**config.mk**
```make
export PLATFORM = sky130hd
export DESIGN_NAME = stopwatch_lap_ctrl
export DESIGN_NICKNAME = d
export VERILOG_FILES = /design/src/rtl/stopwatch_lap_ctrl.sv
export SDC_FILE = /design/constraint.sdc
export NUM_CORES = 1
export LEC_CHECK = 0
export CORE_ASPECT_RATIO = 1.25
export CORE_MARGIN = 2
export CORE_UTILIZATION = 35
export CTS_CLUSTER_DIAMETER = 30
export DETAILED_ROUTE_END_ITERATION = 10
export PLACE_DENSITY_LB_ADDON = 0.12
export SLEW_MARGIN = 20
export SYNTH_ARGS = -nofsm -noshare
export SYNTH_HDL_FRONTEND = slang
export SYNTH_SLANG_ARGS = --single-unit
```
**constraint.sdc**
```tcl
create_clock -name clk -period 7.9 [get_ports clk]
set_clock_uncertainty 0.05 [all_clocks]
set_input_delay 1.58 -clock clk [delete_from_list [all_inputs] [get_ports clk]]
set_output_delay 1.58 -clock clk [all_outputs]
set_load 0.005 [all_outputs]
```
**src/rtl/stopwatch_lap_ctrl.sv**
```systemverilog
// Stopwatch controller: 4-digit BCD time, run/stop FSM, split display hold, lap FIFO and alarm.
// Define STOPWATCH_COUNT_DOWN_EN to enable count-down mode, preset load, done flag and the DONE state.
module stopwatch_lap_ctrl #(
    parameter int          SEC_H_MAX = 5,
    parameter int          LAP_DEPTH = 4,
    parameter logic [15:0] ALARM_VAL = 16'h1000
) (
    input  logic        clk,
    input  logic        rst,
    input  logic        tick,
    input  logic        start_stop,
    input  logic        split,
    input  logic        lap,
    input  logic        lap_rd,
    input  logic        clear,
    input  logic        mode_down,
    input  logic        load,
    input  logic [15:0] load_val,
    output logic [15:0] disp,
    output logic        running,
    output logic        held,
    output logic [15:0] lap_data,
    output logic        lap_valid,
    output logic        lap_full,
    output logic        lap_ovf,
    output logic        alarm,
    output logic        done
);

    localparam int          AW       = (LAP_DEPTH > 1) ? $clog2(LAP_DEPTH) : 1;
    localparam logic [3:0]  SH_MAX   = 4'(SEC_H_MAX);
    localparam logic [15:0] WRAP_VAL = {SH_MAX, 12'h999};
    localparam logic [AW:0] DEPTH_C  = (AW + 1)'(LAP_DEPTH);
    localparam logic [AW:0] CNT_ONE  = (AW + 1)'(1'b1);
    localparam logic [AW-1:0] PTR_ONE = AW'(1'b1);

    typedef enum logic [1:0] {
        ST_IDLE = 2'd0,
        ST_RUN  = 2'd1,
        ST_STOP = 2'd2,
        ST_DONE = 2'd3
    } state_t;

    function automatic logic [15:0] bcd_inc(input logic [15:0] t);
        logic [15:0] r;
        r = t;
        if (t[3:0] != 4'd9) begin
            r[3:0] = t[3:0] + 4'd1;
        end else begin
            r[3:0] = 4'd0;
            if (t[7:4] != 4'd9) begin
                r[7:4] = t[7:4] + 4'd1;
            end else begin
                r[7:4] = 4'd0;
                if (t[11:8] != 4'd9) begin
                    r[11:8] = t[11:8] + 4'd1;
                end else begin
                    r[11:8] = 4'd0;
                    if (t[15:12] < SH_MAX) begin
                        r[15:12] = t[15:12] + 4'd1;
                    end else begin
                        r[15:12] = 4'd0;
                    end
                end
            end
        end
        return r;
    endfunction

    // Zero is a floor: decrementing 0000 yields 0000 rather than wrapping.
    function automatic logic [15:0] bcd_dec(input logic [15:0] t);
        logic [15:0] r;
        r = t;
        if (t == 16'h0000) begin
            r = 16'h0000;
        end else if (t[3:0] != 4'd0) begin
            r[3:0] = t[3:0] - 4'd1;
        end else begin
            r[3:0] = 4'd9;
            if (t[7:4] != 4'd0) begin
                r[7:4] = t[7:4] - 4'd1;
            end else begin
                r[7:4] = 4'd9;
                if (t[11:8] != 4'd0) begin
                    r[11:8] = t[11:8] - 4'd1;
                end else begin
                    r[11:8]  = 4'd9;
                    r[15:12] = t[15:12] - 4'd1;
                end
            end
        end
        return r;
    endfunction

    function automatic logic [15:0] bcd_sat(input logic [15:0] t);
        logic [15:0] r;
        r[3:0]   = (t[3:0]   > 4'd9)   ? 4'd9   : t[3:0];
        r[7:4]   = (t[7:4]   > 4'd9)   ? 4'd9   : t[7:4];
        r[11:8]  = (t[11:8]  > 4'd9)   ? 4'd9   : t[11:8];
        r[15:12] = (t[15:12] > SH_MAX) ? SH_MAX : t[15:12];
        return r;
    endfunction

    state_t        state_r, state_next_s;
    logic [15:0]   time_r, time_next_s;
    logic [15:0]   disp_r, disp_next_s;
    logic          held_r, held_next_s;
    logic          alarm_r, alarm_next_s;
    logic          done_r, done_next_s;
    logic          running_r, running_s;

    logic [15:0]   lap_mem_r [LAP_DEPTH];
    logic [AW-1:0] wr_ptr_r, wr_ptr_next_s;
    logic [AW-1:0] rd_ptr_r, rd_ptr_next_s;
    logic [AW:0]   cnt_r, cnt_next_s;
    logic [15:0]   lap_data_r, head_next_s;
    logic          lap_valid_r, lap_valid_s;
    logic          lap_full_r, lap_full_s;
    logic          lap_ovf_r, lap_ovf_next_s;

    logic          active_s, load_ok_s, down_s, ss_s, count_en_s;
    logic          wrap_s, cd_zero_s, full_s, push_s, pop_s, ovf_set_s;
    logic [15:0]   inc_val_s, dec_val_s, load_time_s;

`ifdef STOPWATCH_COUNT_DOWN_EN
    assign load_ok_s   = load && (state_r != ST_RUN);
    assign down_s      = mode_down;
    assign load_time_s = bcd_sat(load_val);
`else
    logic unused_s;
    assign unused_s    = &{1'b0, mode_down, load, load_val};
    assign load_ok_s   = 1'b0;
    assign down_s      = 1'b0;
    assign load_time_s = 16'h0000;
`endif

    // Load outranks start_stop, which in turn suppresses a coincident tick.
    assign active_s   = (state_r == ST_RUN) || (state_r == ST_STOP);
    assign ss_s       = start_stop && !load_ok_s;
    assign count_en_s = (state_r == ST_RUN) && tick && !ss_s;
    assign inc_val_s  = bcd_inc(time_r);
    assign dec_val_s  = bcd_dec(time_r);
    assign wrap_s     = (time_r == WRAP_VAL);
    assign cd_zero_s  = count_en_s && down_s && (dec_val_s == 16'h0000);

    // FIFO handshake: a pop frees the slot a same-edge push needs when full.
    assign full_s    = (cnt_r == DEPTH_C);
    assign pop_s     = lap_rd && (cnt_r != {(AW + 1){1'b0}});
    assign push_s    = lap && active_s && (!full_s || pop_s);
    assign ovf_set_s = lap && active_s && full_s && !pop_s;

    // State register.
    always_ff @(posedge clk or posedge rst) begin
        if (rst) begin
            state_r <= ST_IDLE;
        end else begin
            state_r <= state_next_s;
        end
    end

    // Next-state logic.
    always_comb begin
        state_next_s = state_r;
        if (clear) begin
            state_next_s = ST_IDLE;
        end else if (load_ok_s) begin
            state_next_s = (state_r == ST_DONE) ? ST_STOP : state_r;
        end else begin
            case (state_r)
                ST_IDLE: state_next_s = ss_s ? ST_RUN : ST_IDLE;
                ST_RUN: begin
                    if (ss_s) begin
                        state_next_s = ST_STOP;
                    end else if (cd_zero_s) begin
                        state_next_s = ST_DONE;
                    end else begin
                        state_next_s = ST_RUN;
                    end
                end
                ST_STOP: state_next_s = ss_s ? ST_RUN : ST_STOP;
                ST_DONE: state_next_s = ST_DONE;
                default: state_next_s = ST_IDLE;
            endcase
        end
    end

    // FSM-derived outputs, taken from the next state so they register in step with it.
    always_comb begin
        running_s = (state_next_s == ST_RUN);
    end

    // Time, alarm and done next values.
    always_comb begin
        time_next_s  = time_r;
        alarm_next_s = alarm_r;
        done_next_s  = done_r;
        if (clear) begin
            time_next_s  = 16'h0000;
            alarm_next_s = 1'b0;
            done_next_s  = 1'b0;
        end else if (load_ok_s) begin
            time_next_s = load_time_s;
            done_next_s = 1'b0;
        end else if (count_en_s && down_s) begin
            time_next_s = dec_val_s;
            done_next_s = cd_zero_s ? 1'b1 : done_r;
        end else if (count_en_s) begin
            time_next_s = inc_val_s;
            if (wrap_s) begin
                alarm_next_s = 1'b0;
            end else if (inc_val_s == ALARM_VAL) begin
                alarm_next_s = 1'b1;
            end else begin
                alarm_next_s = alarm_r;
            end
        end else begin
            time_next_s = time_r;
        end
    end

    // Split hold and display: an unheld display tracks the time register's next value.
    always_comb begin
        held_next_s = held_r;
        disp_next_s = disp_r;
        if (clear) begin
            held_next_s = 1'b0;
        end else if (split && active_s) begin
            held_next_s = ~held_r;
        end else begin
            held_next_s = held_r;
        end
        if (clear) begin
            disp_next_s = 16'h0000;
        end else if (held_next_s) begin
            disp_next_s = disp_r;
        end else begin
            disp_next_s = time_next_s;
        end
    end

    // FIFO pointers, occupancy and show-ahead head value.
    always_comb begin
        wr_ptr_next_s  = wr_ptr_r;
        rd_ptr_next_s  = rd_ptr_r;
        cnt_next_s     = cnt_r;
        head_next_s    = lap_data_r;
        lap_ovf_next_s = lap_ovf_r;
        if (clear) begin
            wr_ptr_next_s  = {AW{1'b0}};
            rd_ptr_next_s  = {AW{1'b0}};
            cnt_next_s     = {(AW + 1){1'b0}};
            head_next_s    = 16'h0000;
            lap_ovf_next_s = 1'b0;
        end else begin
            wr_ptr_next_s  = push_s ? (wr_ptr_r + PTR_ONE) : wr_ptr_r;
            rd_ptr_next_s  = pop_s  ? (rd_ptr_r + PTR_ONE) : rd_ptr_r;
            lap_ovf_next_s = lap_ovf_r || ovf_set_s;
            case ({push_s, pop_s})
                2'b10:   cnt_next_s = cnt_r + CNT_ONE;
                2'b01:   cnt_next_s = cnt_r - CNT_ONE;
                default: cnt_next_s = cnt_r;
            endcase
            // The new head may be the slot written on this very edge.
            if (cnt_next_s == {(AW + 1){1'b0}}) begin
                head_next_s = lap_data_r;
            end else if (push_s && (rd_ptr_next_s == wr_ptr_r)) begin
                head_next_s = time_r;
            end else begin
                head_next_s = lap_mem_r[rd_ptr_next_s];
            end
        end
        lap_valid_s = (cnt_next_s != {(AW + 1){1'b0}});
        lap_full_s  = (cnt_next_s == DEPTH_C);
    end

    // Datapath and output registers.
    always_ff @(posedge clk or posedge rst) begin
        if (rst) begin
            time_r      <= 16'h0000;
            disp_r      <= 16'h0000;
            held_r      <= 1'b0;
            alarm_r     <= 1'b0;
            done_r      <= 1'b0;
            running_r   <= 1'b0;
            wr_ptr_r    <= {AW{1'b0}};
            rd_ptr_r    <= {AW{1'b0}};
            cnt_r       <= {(AW + 1){1'b0}};
            lap_data_r  <= 16'h0000;
            lap_valid_r <= 1'b0;
            lap_full_r  <= 1'b0;
            lap_ovf_r   <= 1'b0;
        end else begin
            time_r      <= time_next_s;
            disp_r      <= disp_next_s;
            held_r      <= held_next_s;
            alarm_r     <= alarm_next_s;
            done_r      <= done_next_s;
            running_r   <= running_s;
            wr_ptr_r    <= wr_ptr_next_s;
            rd_ptr_r    <= rd_ptr_next_s;
            cnt_r       <= cnt_next_s;
            lap_data_r  <= head_next_s;
            lap_valid_r <= lap_valid_s;
            lap_full_r  <= lap_full_s;
            lap_ovf_r   <= lap_ovf_next_s;
        end
    end

    // Lap storage.
    always_ff @(posedge clk or posedge rst) begin
        if (rst) begin
            for (int i = 0; i < LAP_DEPTH; i++) begin
                lap_mem_r[i] <= 16'h0000;
            end
        end else if (!clear && push_s) begin
            lap_mem_r[wr_ptr_r] <= time_r;
        end
    end

    assign disp      = disp_r;
    assign running   = running_r;
    assign held      = held_r;
    assign lap_data  = lap_data_r;
    assign lap_valid = lap_valid_r;
    assign lap_full  = lap_full_r;
    assign lap_ovf   = lap_ovf_r;
    assign alarm     = alarm_r;
    assign done      = done_r;

endmodule

```
Yosys cells after proc, flatten, opt, wreduce, memory -nomap -nowiden
Index checks and enable logic that the tools add are counted.

word-level totals
  input port bits = 26
  flip-flop bits (word level) = 127
  output and inout port bits = 39
  word-level logic and storage cells = 113

cells by class
  reduce and logical (&&, ||, !) cells = 26
  $add $sub $neg = 8
  bitwise logic cells = 3
  muxes and demuxes = 39
  eq/ne operators = 16
  $lt $le $gt $ge = 4

operators by type and width
  cell                  number
  $mux 16               10
  $bwmux 64             1
  $bmux 16 s2           1
  $demux 16 s2          1
  $mux 4                5
  $add 4x1->4 const B   4
  $eq 16x13->1 const B  1
  $eq 16x15->1 const B  1
  $mux 2                7
  $mux 12               1
  $ne 4x4->1 const B    3
  $logic_and 1x1->1     11
  $reduce_bool 3->1     3
  $mux 1                8
  $mux 8                1
  $pmux 2 s4            1
  $eq 2x1->1 const B    3
  $eq 2x2->1 const B    3
  $eq 3x3->1 const B    2
  $ge 3x3->1 const B    2
  $mux 3                2
  $not 2->3             2
  $pmux 3 s2            1
  $add 2x1->2 const B   2
  13 further kinds      20

Longest topological paths before layout
Gate-level depths: netlist of the first run.

  word-level depth = 10
  depth in mapped cells = 18
  mapped depth without buffers = 15

Worst setup path before layout of the first run
Ideal clock, no wire load.

  path kind = input to register
  from = input lap_rd
  to = register lap_data_r[0], in the netlist lap_data[0]
  required time = 7,718 ps
  arrival = 4,474 ps
  slack = 3,244 ps
  setup time = 132 ps
  stages = 16
  path buffers = 3
  cells stage by stage = nor4b_2 nor2_2 inv_2 clkbuf_1 ha_1 inv_1 fa_1 and4bb_1 nor2_1 nor3_2 or2_1 buf_2 clkinv_1 buf_2 a41oi_1 o21ai_1

on the way
  cells in the longest elaborated chain, start to end = 9
  elaborated cells on any way between the ends = 19
  those cells by class = eq/ne: 4; mux: 9; bitwise: 1; reduce/logical: 5

RTL lines
  item                                         RTL line  RTL
  from (decl)                                  14        input logic lap_rd,
  $logic_and 1x1->1 (*)                        148       assign pop_s = lap_rd && (cnt_r != {(AW + 1){1'b0}});
  $mux 2                                       256       rd_ptr_next_s = pop_s ? (rd_ptr_r + PTR_ONE) : rd_ptr_r;
  $not 2->3 (not written as such)              269       head_next_s = lap_mem_r[rd_ptr_next_s];
  $bmux 16 s2                                  269
  $mux 16 (not written as such) (2 in series)  269
  $mux 16                                      266       end else if (push_s && (rd_ptr_next_s == wr_ptr_r)) begin
  $mux 16                                      264       if (cnt_next_s == {(AW + 1){1'b0}}) begin
  $mux 16                                      248       if (clear) begin
  to (signal assigned)                         302       lap_data_r <= head_next_s;
  to (decl)                                    116       logic [15:0] lap_data_r, head_next_s;

Mark *: on every way between the ends. The rest lies on a longest branch, timed or not. The select of a mux whose other input is x is not followed.
A chain may end at the register's enable or synchronous reset.

Worst setup path after layout of the first run
  from = input lap_rd
  to = register lap_data_r[12], in the netlist lap_data[12]

The elaborated chain is that of the path after synthesis.

==> flow_metrics.py, run 1 <==
metrics = {
    "cells_and_area": {
        "fin_cells": 869,
        "multi_input_area_um2": 3334,
        "utilization": 0.4202,
        "layout-drive-gt1-share": 0.1272,
        "nets": 663,
        "diodes": 0,
        "area_delta_synth_final_pct": 17.08,
        "ff_latch_area_um2": 3178,
        "fillCellCount": 1805,
    },
    "setup_path": {
        "crit_cells": 15,
        "crit_fanout": 19,
        "reg2reg_depth": 16,
        "worstReg2RegStart": "state_r[0]",
        "cp.required_ns": 8.14,
        "max_stage_delay_ns": 0.53,
        "crit_family": "buffers and inverters",
        "rr_endpoint": "lap_data[12]",
        "cp_num_buf_inv": 5,
        "crit_path_start": "lap_rd",
        "cp-end-kind": "flip-flop",
        "crit_path_end": "lap_data[12]",
        "cp-start-kind": "input pin",
        "rrSetupSlack_ns": 3.52,
        "critical_path_class": "in2reg",
        "critical-path-slowest-cell": "clkinv_1",
        "worstPathArrival_ns": 5.67,
        "crit_chain": "clkdlybuf4s50_1 -> nor4b_2 -> nor2_2 -> buf_4 -> inv_2 -> ha_1 -> inv_1 -> fa_1 -> and4bb_1 -> nor2_1 -> nor3_2 -> or2_1 -> clkinv_1 -> a41oi_1 -> o21ai_1",
    },
    "timing": {
        "finalMaxSlewViolations": 0,
        "finalCritPeriodShare": 0.6867,
        "rsz0062_at_grt": "false",
        "maxSlewHeadroom": 0.2967,
        "setup_ws_ns": 2.475,
        "finalSetupViolCount": 0,
        "hold_viol": 0,
        "period_needed_ns": 5.425,
        "tightest_slew_ns": 1.055,
        "timing.fmax_ghz": 0.1843,
        "setup_tns_ns": 0,
    },
    "floorplan": {
        "core_area_um2": 18920,
        "io_pins": 65,
        "die_area_um2": 20530,
        "start_util": 0.3589,
        "die_x_um": 128.6,
        "placementRows": 56,
        "fp.dieH_um": 159.7,
    },
    "route": {
        "drtIter0Drc": 248,
        "first_pass_iters": 4,
        "ant_nets": 0,
        "drc": 0,
        "vias": 4873,
        "wl_per_cell_um": 20.29,
        "routed_via_density": 5.608,
        "totalWireLength_um": 17640,
    },
    "grt": {
        "grt-ovfl-total": 0,
        "use_met1": 0.2240,
        "use_met2": 0.3068,
        "grt_pass1_vias": 5168,
        "grt_usage": 0.1808,
        "grt_max_degree": 79,
        "antenna_found_initial": 0,
        "met3_usage": 0.03752,
        "grt-busiest-layer": "met2",
        "grt_pass1_wl_um": 28370,
    },
    "clock_tree": {
        "cts_hold_buf": 0,
        "cts_buffer_depth": 2,
        "cts_root_buffer": "clkbuf_16",
        "clk_transition_reported_paths_ns": 0.06,
        "cts_tree": "done",
        "htree_levels": 4,
        "cts_inserted_buffers": 17,
        "clock_sinks": 127,
        "clk_latency_ns": 0.42,
        "cts_resized": 0,
        "post_cts_buffers": 0,
    },
    "power_and_ir_drop": {
        "leakage_nw": 3.548,
        "peakVddDrop_mv": 0.1546,
        "p_per_area_nw_per_um2": 270.0,
    },
    "worst_hold_path": {
        "holdCritPathClass": "reg2reg",
        "hp-start": "lap_mem_r[58]",
    },
    "synth": {
        "yosysMostFrequentCell": "dfrtp_1",
        "yosys.area.top_type_share": 0.4681,
        "synth-simple-area-share": 0.1251,
        "synthMuxAreaShare": 0.1922,
        "synth_nets": 643,
        "yosysWarningCount": 0,
        "postSynthCellCount": 604,
        "async_reset_ff_frac": 1.000,
        "synth_edf_count": 0,
        "synthTopCellsByArea": "dfrtp_1 (47%), mux2_1 (11%), mux2_2 (4.5%)",
        "synth_top_family_by_area": "multiplexers",
        "synthXorXnorAreaFrac": 0.01788,
        "synth_area_per_cell_um2": 11.24,
        "synth_top_area_cell": "dfrtp_1",
        "synthTopCellsByCount": "dfrtp_1 (127), mux2_1 (68), nor2_1 (43)",
        "synth-seq-cells": 127,
        "synth_compound_area_frac": 0.1273,
        "synth-adder-area-share": 0.02506,
        "seq_area_frac_synth": 0.4681,
        "synth-main-ff-cell": "dfrtp_1",
        "ys_types": 62,
        "netlist_area_um2": 6789,
    },
    "run": {
        "max_cap_violations": 0,
    },
    "place": {
        "hpwl_um": 10710,
        "globalplace.congestion": 0.7490,
        "dp_slack_ns": 2.128,
        "dp.cells": 837,
        "numPortBuffers": 45,
    },
    "run_status": {
        "outcome": "finished clean",
    },
}
-- cell usage in the layout, fill, tap and decap left out, types with 4 or more instances in the layout --
master / netlist / routed
a21oi_1: 13 / 13
a22oi_1: 15 / 15
a41oi_1: 15 / 15
and2_1: 6 / 5
and3_1: 16 / 16
buf_4: 6 / 8
clkbuf_1: 32 / 5
clkbuf_16: 0 / 17
clkbuf_8: 0 / 5
clkdlybuf4s50_1: 0 / 45
dfrtp_1: 127 / 127
ha_1: 12 / 12
inv_1: 12 / 11
mux2_1: 68 / 68
mux2_2: 27 / 27
mux2i_1: 19 / 18
nand2_1: 15 / 15
nand3_1: 8 / 8
nand4_1: 7 / 7
nor2_1: 43 / 43
nor2b_1: 22 / 21
o211ai_1: 15 / 15
o21ai_0: 8 / 7
o21ai_1: 20 / 20
o32a_1: 15 / 15
or3_1: 4 / 4
xnor2_1: 5 / 5
xor2_1: 7 / 7
-- power by group --
| group | leakage (nW) | internal, mW | total [mW] | switching (mW) |
|---|---|---|---|---|
| clock | 0.277 | 0.473 | 0.753 | 0.280 |
| sequential | 1.76 | 0.699 | 0.738 | 0.0393 |
| combinational | 1.51 | 0.284 | 0.655 | 0.371 |
| total | 3.55 | 1.46 | 2.15 | 0.690 |
-- kinds of logic (layout without fill, tap and decap cells) --
| group | Yosys count | count (layout) |
|---|---|---|
| other cells | 1 | 1 |
| compound gates | 117 | 117 |
| simple gates | 149 | 149 |
| mux | 116 | 116 |
| fa+ha+maj | 13 | 13 |
| buf+inv | 68 | 101 |
| xor+xnor | 13 | 13 |
| flops | 127 | 127 |
-- cell type report --
type | count | share of cell area
Clock buffer | 27 | 0.06454
Sequential cell | 127 | 0.3998
Tap cell | 232 | 0.03652
Timing Repair Buffer | 54 | 0.06564
Multi-Input combinational cell | 409 | 0.4195
Inverter | 15 | 0.007398
Clock inverter | 5 | 0.006611
-- worst min-delay path by stage --
stage / end / slack, ns / depth (start not counted)
finish: lap_mem_r[58] / 0.44 / 1
global route: lap_mem_r[34] / 0.46 / 1
CTS: lap_mem_r[37] / 0.44 / 1
detailed placement: lap_mem_r[56] / 0.43 / 1
global placement: lap_mem_r[37] / 0.42 / 1
floorplan: lap_mem_r[37] / 0.41 / 1
-- sequential cells by signal, summed over array words and instances, names as in the netlist, 2 cells and up --
signal and cells:
state_r 2, lap_data 16, lap_mem_r 64, cnt_r 3, time_r 16, rd_ptr_r 2, disp 16, wr_ptr_r 2
-- metal layers --
layer | vias to the layer above | share of wire
li1 | 2253 | -
met1 | 2491 | 0.44
met2 | 103 | 0.51
met3 | 26 | 0.034
met4 | 0 | 0.021
met5 | - | 0
-- worst reg2reg max path: cells and delay by family, from the launching register on --
family                   cells  cell delay, ns
AO/OA/AOI/OAI                2            0.55
adder cells (fa/ha/maj)      3            1.18
buffers and inverters        5            1.26
flip-flops                   1            0.37
AND/OR/NAND/NOR              6            0.85
-- through the flow --
stage,instance area [µm²],hold slack (ns),power [mW]
final,7949,0.4380,2.146
after global routing,7949,0.4577,2.249
after detailed placement,7370,0.4261,1.404
after CTS,7935,0.4395,2.165
after floorplan,6789,0.4086,1.161
after global placement,7366,0.4174,1.395
Power figures use the tool's default switching activity.
==> inputs of run 2 (changes only) <==
clock period = 4.85 ns   (was 7.9 ns; I/O delays follow)
==> run 2 against run 1 <==
Critical path depth unchanged. Routed wire length shrank 1.3%. Clock power rose by 86%. Sequential power increased by 64%. Largest cell class unchanged.
==> flow_metrics.py, run 2 (synthesis results as in run 1) <==
metrics = {
    "run_status": {
        "outcome": "finished clean",
    },
    "clock_tree": {
        "cts_resized": 0,
        "htree_levels": 4,
        "clock_sinks": 127,
        "cts_hold_buf": 0,
        "cts_inserted_buffers": 17,
        "clk_transition_reported_paths_ns": 0.06,
        "clk_latency_ns": 0.42,
        "cts_root_buffer": "clkbuf_16",
        "cts_buffer_depth": 2,
        "cts_tree": "done",
        "post_cts_buffers": 0,
    },
    "power_and_ir_drop": {
        "p_per_area_nw_per_um2": 452.4,
        "peakVddDrop_mv": 0.2326,
        "leakage_nw": 3.632,
    },
    "timing": {
        "finalSetupViolCount": 0,
        "hold_viol": 0,
        "period_needed_ns": 3.634,
        "timing.fmax_ghz": 0.2751,
        "finalMaxSlewViolations": 0,
        "tightest_slew_ns": 1.063,
        "setup_tns_ns": 0,
        "rsz0062_at_grt": "false",
        "setup_ws_ns": 1.216,
        "finalCritPeriodShare": 0.7494,
        "maxSlewHeadroom": 0.2774,
    },
    "place": {
        "hpwl_um": 11010,
        "globalplace.congestion": 0.7482,
        "numPortBuffers": 45,
        "dp_slack_ns": 0.7740,
    },
    "route": {
        "vias": 4902,
        "totalWireLength_um": 17410,
        "drtIter0Drc": 216,
        "first_pass_iters": 5,
        "drc": 0,
        "wl_per_cell_um": 19.83,
        "routed_via_density": 5.583,
        "ant_nets": 0,
    },
    "setup_path": {
        "worstPathArrival_ns": 3.88,
        "cp-start-kind": "input pin",
        "critical_path_class": "in2reg",
        "max_stage_delay_ns": 0.49,
        "cp.required_ns": 5.10,
        "cp-end-kind": "flip-flop",
        "crit_fanout": 17,
        "critical-path-slowest-cell": "fa_1",
        "crit_chain": "clkdlybuf4s50_1 -> nor4b_2 -> nor2_2 -> inv_2 -> ha_1 -> inv_1 -> fa_1 -> and4bb_1 -> nor2_1 -> nor3_2 -> or2_1 -> clkinv_1 -> buf_4 -> a41oi_1 -> o21ai_1",
    },
    "cells_and_area": {
        "layout_common_cells": "dfrtp_1 (127), mux2_1 (68), clkdlybuf4s50_1 (45)",
        "final_common_cell": "dfrtp_1",
        "layout-drive-gt1-share": 0.1440,
        "nets": 672,
        "area_delta_synth_final_pct": 19.11,
        "largest_reg_flops": 64,
        "utilization": 0.4274,
        "top_register": "lap_mem_r",
        "diodes": 0,
    },
    "run": {
        "max_cap_violations": 0,
    },
    "grt": {
        "grt-ovfl-total": 0,
        "grt_pass1_vias": 5021,
        "grt_pass1_wl_um": 28080,
        "antenna_found_initial": 0,
        "grt_usage": 0.1785,
        "grt_max_degree": 83,
    },
    "floorplan": {
        "io_pins": 65,
        "fp.dieH_um": 159.7,
        "core_area_um2": 18920,
        "die_x_um": 128.6,
        "placementRows": 56,
        "start_util": 0.3589,
        "die_area_um2": 20530,
    },
    "worst_hold_path": {
        "holdCritPathClass": "reg2reg",
    },
}
-- run 2: final timing paths --
check                              start            end  slack [ns]  cells past startpoint
max                               lap_rd    lap_data[3]        1.22                     15
min reg2reg                lap_mem_r[40]  lap_mem_r[40]        0.44                      1
max reg2reg                   state_r[1]    lap_data[9]        1.61                     16
min in group asynchronous            rst        disp[3]        1.02                      2
max in group asynchronous            rst    rd_ptr_r[0]        2.94                      3
min                        lap_mem_r[40]  lap_mem_r[40]        0.44                      1
-- run 2: critical path, delay by kind of cell --
family	cells	cell delay, ns
buf+inv	5	0.86
compound gates	2	0.32
simple gates	6	1.08
fa+ha+maj	2	0.66
-- run 2: report_power, final --
group / internal [mW] / switching [mW] / total [mW]
Clock: 0.926 / 0.476 / 1.40
Sequential: 1.14 / 0.0683 / 1.21
Combinational: 0.464 / 0.586 / 1.05
Total: 2.53 / 1.13 / 3.66
-- run 2: layout make-up --
class,instances,area [µm²]
Timing Repair Buffer,63,585.6
Clock inverter,10,156.4
Inverter,15,61.31
Fill cell,1770,10830
Tap cell,232,290.3
Multi-Input combinational cell,409,3321
Sequential cell,127,3178
Clock buffer,22,494.2
-- run 2: metal layers --
metal,global-route usage,part of all wire,vias up
met1,0.2284,0.45,2493
met4,0.06818,0.022,0
li1,-,-,2265
met2,0.2959,0.49,113
met5,0,0,-
met3,0.03685,0.035,31
-- run 2: metrics by stage --
stage | std cells | total power, mW | area, µm² | hold slack [ns]
after floorplan | 604 | 1.890 | 6789 | 0.4086
after global placement | 846 | 2.264 | 7433 | 0.4178
after detailed placement | 846 | 2.277 | 7433 | 0.4251
after CTS | 878 | 3.690 | 8084 | 0.4376
after global routing | 878 | 3.827 | 8087 | 0.4503
final | 878 | 3.659 | 8087 | 0.4357
